===== config.mk =====
export PLATFORM = sky130hd
export DESIGN_NAME = ram_port_arbiter
export DESIGN_NICKNAME = d
export VERILOG_FILES = /design/src/rtl/ram_port_arbiter.sv
export SDC_FILE = /design/constraint.sdc
export NUM_CORES = 1
export LEC_CHECK = 0
export ABC_CLOCK_PERIOD_IN_PS = 1600
export BUFFER_PORTS_ARGS = -buffer_cell sky130_fd_sc_hd__buf_4
export CAP_MARGIN = 5
export CORE_MARGIN = 5
export CORE_UTILIZATION = 43
export DETAILED_ROUTE_END_ITERATION = 7
export PLACE_DENSITY = 0.85
export SYNTH_ARGS = -nofsm -noshare
export SYNTH_HDL_FRONTEND = slang
export SYNTH_SLANG_ARGS = --single-unit

===== constraint.sdc =====
create_clock -name clk -period 1.6 [get_ports clk]
set_input_delay 0.4 -clock clk [delete_from_list [all_inputs] [get_ports clk]]
set_output_delay 0.4 -clock clk [all_outputs]
set_load 0.01 [all_outputs]

===== src/rtl/ram_port_arbiter.sv =====
// Round-robin arbiter sharing one single-port data RAM between two masters; misaligned requests get err without touching the RAM.
// Latency: grant at the sampling edge, RAM access the next cycle, ack the cycle after; masters stall by holding req until ack.
module ram_port_arbiter #(
    parameter int ADDR_W      = 8,
    parameter int DATA_W      = 32,
    parameter int CHECK_ALIGN = 1
) (
    input  logic              clk,
    input  logic              rst_n,
    input  logic              m0_req,
    input  logic              m0_we,
    input  logic [ADDR_W-1:0] m0_addr,
    input  logic [DATA_W-1:0] m0_wdata,
    output logic              m0_ack,
    output logic              m0_err,
    output logic [DATA_W-1:0] m0_rdata,
    input  logic              m1_req,
    input  logic              m1_we,
    input  logic [ADDR_W-1:0] m1_addr,
    input  logic [DATA_W-1:0] m1_wdata,
    output logic              m1_ack,
    output logic              m1_err,
    output logic [DATA_W-1:0] m1_rdata,
    output logic              ram_cs,
    output logic              ram_write,
    output logic [ADDR_W-1:0] ram_addr,
    output logic [DATA_W-1:0] ram_wdata,
    input  logic [DATA_W-1:0] ram_rdata
);

    typedef enum logic [1:0] {
        IDLE   = 2'd0,
        ACCESS = 2'd1,
        DONE   = 2'd2
    } state_t;

    state_t            state;
    logic              gnt;
    logic              last;
    logic              sel_we;
    logic [ADDR_W-1:0] sel_addr;
    logic [DATA_W-1:0] sel_wdata;
    logic              misalign;
    logic              in_access;

    always_comb begin
        sel_we    = gnt ? m1_we    : m0_we;
        sel_addr  = gnt ? m1_addr  : m0_addr;
        sel_wdata = gnt ? m1_wdata : m0_wdata;
        misalign  = (CHECK_ALIGN != 0) && (sel_addr[1:0] != 2'b00);
        in_access = (state == ACCESS);
    end

    // RAM pins decode straight from state so an async reset drops them at once.
    always_comb begin
        ram_addr  = in_access ? sel_addr  : '0;
        ram_wdata = in_access ? sel_wdata : '0;
        ram_write = in_access &&  sel_we && !misalign;
        ram_cs    = in_access && !sel_we && !misalign;
    end

    always_ff @(posedge clk or negedge rst_n) begin
        if (!rst_n) begin
            state    <= IDLE;
            gnt      <= 1'b0;
            last     <= 1'b1;
            m0_ack   <= 1'b0;
            m0_err   <= 1'b0;
            m0_rdata <= '0;
            m1_ack   <= 1'b0;
            m1_err   <= 1'b0;
            m1_rdata <= '0;
        end else begin
            m0_ack <= 1'b0;
            m0_err <= 1'b0;
            m1_ack <= 1'b0;
            m1_err <= 1'b0;
            case (state)
                IDLE: begin
                    if (m0_req && m1_req) begin
                        gnt   <= ~last;
                        state <= ACCESS;
                    end else if (m0_req) begin
                        gnt   <= 1'b0;
                        state <= ACCESS;
                    end else if (m1_req) begin
                        gnt   <= 1'b1;
                        state <= ACCESS;
                    end
                end
                ACCESS: begin
                    last  <= gnt;
                    state <= DONE;
                    if (gnt) begin
                        m1_ack <= 1'b1;
                        m1_err <= misalign;
                        if (!sel_we && !misalign) m1_rdata <= ram_rdata;
                    end else begin
                        m0_ack <= 1'b1;
                        m0_err <= misalign;
                        if (!sel_we && !misalign) m0_rdata <= ram_rdata;
                    end
                end
                DONE:    state <= IDLE;
                default: state <= IDLE;
            endcase
        end
    end

endmodule

==> flow_metrics.py <==
metrics = {
    "synth": {
        "ys_ff_latch": 72,
        "synthXorXnorAreaFrac": 0,
        "ys_warn_count": 0,
        "yosys-top-cells-area": "dfrtp_1, mux2_4, mux2i_1",
        "synthAdderAreaFrac": 0,
        "synth_cells": 257,
        "synthSimpleGateAreaFrac": 0.0735,
        "muxShareOfSynthArea": 0.376,
        "synth_compound_area_frac": 0.00980,
        "netlist_area_um2": 3580,
        "ys_seq_area_frac": 0.504,
        "syn_nets": 375,
        "syn_avg_cell_area_um2": 13.9,
        "synthDominantCellAreaShare": 0.497,
        "synth_cell_types": 22,
        "synth_top_family_by_area": "multiplexers",
        "yosys.area.top_type": "dfrtp_1",
    },
    "min_path": {
        "holdPathStages": 2,
        "min_from": "m0_req",
        "hp-class": "input port to register",
    },
    "outcome": {
        "status": "finished with violations",
        "violations": "negative setup slack",
    },
    "timing": {
        "drv_slew": 0,
        "skew_ps": 13.0,
        "max_slew_margin": 0.804,
        "fmax_mhz": 525,
        "period_needed_ps": 1910,
        "rsz0062_at_grt": "true",
        "worst_pin_slew_ps": 294,
        "final_hold_viol_count": 0,
        "finalCritPeriodShare": 1.19,
        "fin_ws_ps": -306,
        "final-setup-viol-count": 74,
    },
    "pwr": {
        "vdd_drop_max_v": 0.000742,
        "leakage_nw": 3.33,
        "total_power_mw": 10.8,
        "p_per_area_nw_per_um2": 1810,
    },
    "worst_setup_path": {
        "worstSetupStartpoint": "gnt",
        "timing.critical_path.slowest_stage_cell": "dfrtp_2",
        "start_kind": "register",
        "path_cells": "buf_12 > buf_12 > mux2i_2 > nor2_1 > buf_4",
        "cp_data_required_time_ps": 1200,
        "worst_r2r_path_depth": 8,
        "endpoint_kind": "output port",
        "critical-path-max-stage-delay_ps": 460,
        "cpMostUsedCell": "buf_12",
        "path_depth": 5,
        "path_max_fanout": 10,
        "crit_type": "register to output port",
        "cp_top_family": "flip-flops",
        "crit_arrival_ps": 1510,
        "reg2reg_from": "gnt",
        "path_buf_inv": 3,
        "reg2reg_setup_slack_ps": -180,
    },
    "layout": {
        "nNetsFinal": 622,
        "final_layout_size_suffix_gt1_frac": 0.688,
        "antenna_cells": 0,
        "area_growth_pct": 67.0,
    },
    "floorplan": {
        "fp-row-count": 33,
        "fp.dieH_um": 101,
        "ioPinCount": 228,
        "core_um2": 8180,
        "initial_core_util": 0.437,
        "die_w_um": 101,
        "dieArea_um2": 10200,
    },
    "detailed_routing": {
        "vias": 3002,
        "wire_per_inst_um": 20.0,
        "viasPerCell": 4.89,
        "routed_wirelength_um": 12300,
        "drc": 0,
        "drtAntennaViolNets": 0,
        "drt_iter0_markers": 83,
        "first_pass_iters": 4,
    },
    "place": {
        "place.gp.congestion": 0.845,
        "dpl_worst_slack_ps": -112,
        "io_buffers": 227,
        "dp_hpwl_um": 9560,
    },
    "clocking": {
        "clkLatencyLatePin_ps": 340,
        "cts_tree": "built",
        "clkSinkCount": 72,
        "cts_root_buf": "clkbuf_8",
        "max-clock-path-buffers": 2,
        "numCtsBuffers": 9,
        "cts_htree_levels": 3,
        "clk_pin_slew_worst_paths_ps": 80,
    },
    "global_route": {
        "grt_max_degree": 32,
        "grt_usage": 0.227,
        "grt_pass1_vias": 3259,
        "grt_antenna_before_repair": 0,
        "grt_first_pass_wirelength_um": 17500,
        "overflow": 0,
    },
    "run": {
        "drv_cap": 0,
    },
}
[worst reg2reg max path, delay by kind of cell (launching register included)]
| kind | cells | cell delay (ps) |
|---|---|---|
| mux | 1 | 300 |
| buf+inv | 5 | 700 |
| simple gates | 2 | 210 |
| flops | 1 | 470 |
[final timing paths]
kind	end
worst max-delay path	ram_addr[5]
worst min-delay path	gnt
worst max register to register	m0_rdata[31]
worst min register to register	last
max in group asynchronous	last
min in group asynchronous	m1_rdata[7]
[what timing repair did]
item                                    in CTS  in global routing
gates resized for setup                     13                 11
pin swaps                                    3                  3
cloned                                       1                  3
setup buffers                                4                  2
endpoints found under the setup margin      42                 59
hold endpoints to repair                    18                  0
hold buffers                                 1                  0
[Yosys cell counts, drive strengths merged]
cell type  count
dfrtp         71
mux2          64
nor2          48
mux2i         40
buf           12
clkbuf         4
nand2          3
inv            2
nand2b         2
nand3          2
nor3           2
a21oi          1
a22oi          1
a31oi          1
a32oi          1
dfstp          1
nor2b          1
o21a           1
[sequential cells by signal, summed over array words and instances (netlist names)]
register,count
m0_ack,1
m1_ack,1
last,1
m1_err,1
gnt,1
state,2
m0_rdata,32
m0_err,1
m1_rdata,32
[routing by layer]
layer / part of all wire / up-vias / global-route usage
li1: - / 1380 / -
met1: 0.34 / 1443 / 0.231
met2: 0.53 / 151 / 0.415
met3: 0.091 / 28 / 0.0806
met4: 0.041 / 0 / 0.0992
met5: 0 / - / 0
[power breakdown]
group          leakage, nW  total [mW]  internal [mW]  switching [mW]
logic                 2.31        6.07           3.58            2.48
registers            0.917        3.30           2.72           0.583
clock network       0.0949        1.47          0.765           0.705
[cell type report]
type	instances	area, um^2
flip-flops and latches	72	1800
clock inverters	6	66.3
inverters	2	10.0
well taps	105	131
repair buffers	252	2100
clock buffers	10	138
multi-input cells	167	1720
fillers	572	2200
[logic make-up (layout without fill, tap and decap cells)]
group / after synthesis / count (layout)
muxes: 104 / 104
DFF: 72 / 72
buffers and inverters: 18 / 270
and+or+nand+nor: 58 / 58
AOI/OAI and AO/OA: 5 / 5
[cell usage in the layout, fill, tap and decap left out, types with 2 or more instances in the layout]
cell        synthesis  routed
buf_4               0     232
dfrtp_1            71      70
mux2_4             60      60
nor2_1             48      43
mux2i_1            40      35
clkbuf_8            0      10
buf_12              0       9
buf_6               7       6
nor2_2              0       4
mux2_2              4       4
mux2i_4             0       3
nand2_1             3       3
clkinvlp_4          0       3
clkbuf_16           0       3
mux2i_2             0       2
nand3_4             2       2
[per-stage QoR]
stage / TNS, ps / hold slack [ps] / utilization / cell area, um^2 / std cells
2_1_floorplan: 0 / 104 / - / 3580 / 257
6_report: -15260 / 272 / 0.730 / 5970 / 614
3_5_place_dp: -170 / 303 / 0.673 / 5500 / 587
4_1_cts: -10580 / 248 / 0.714 / 5840 / 609
3_3_place_gp: -168 / 298 / 0.673 / 5500 / 587
5_1_grt: -20760 / 252 / 0.730 / 5970 / 614
Note: power is estimated with default switching activity, not from simulation.
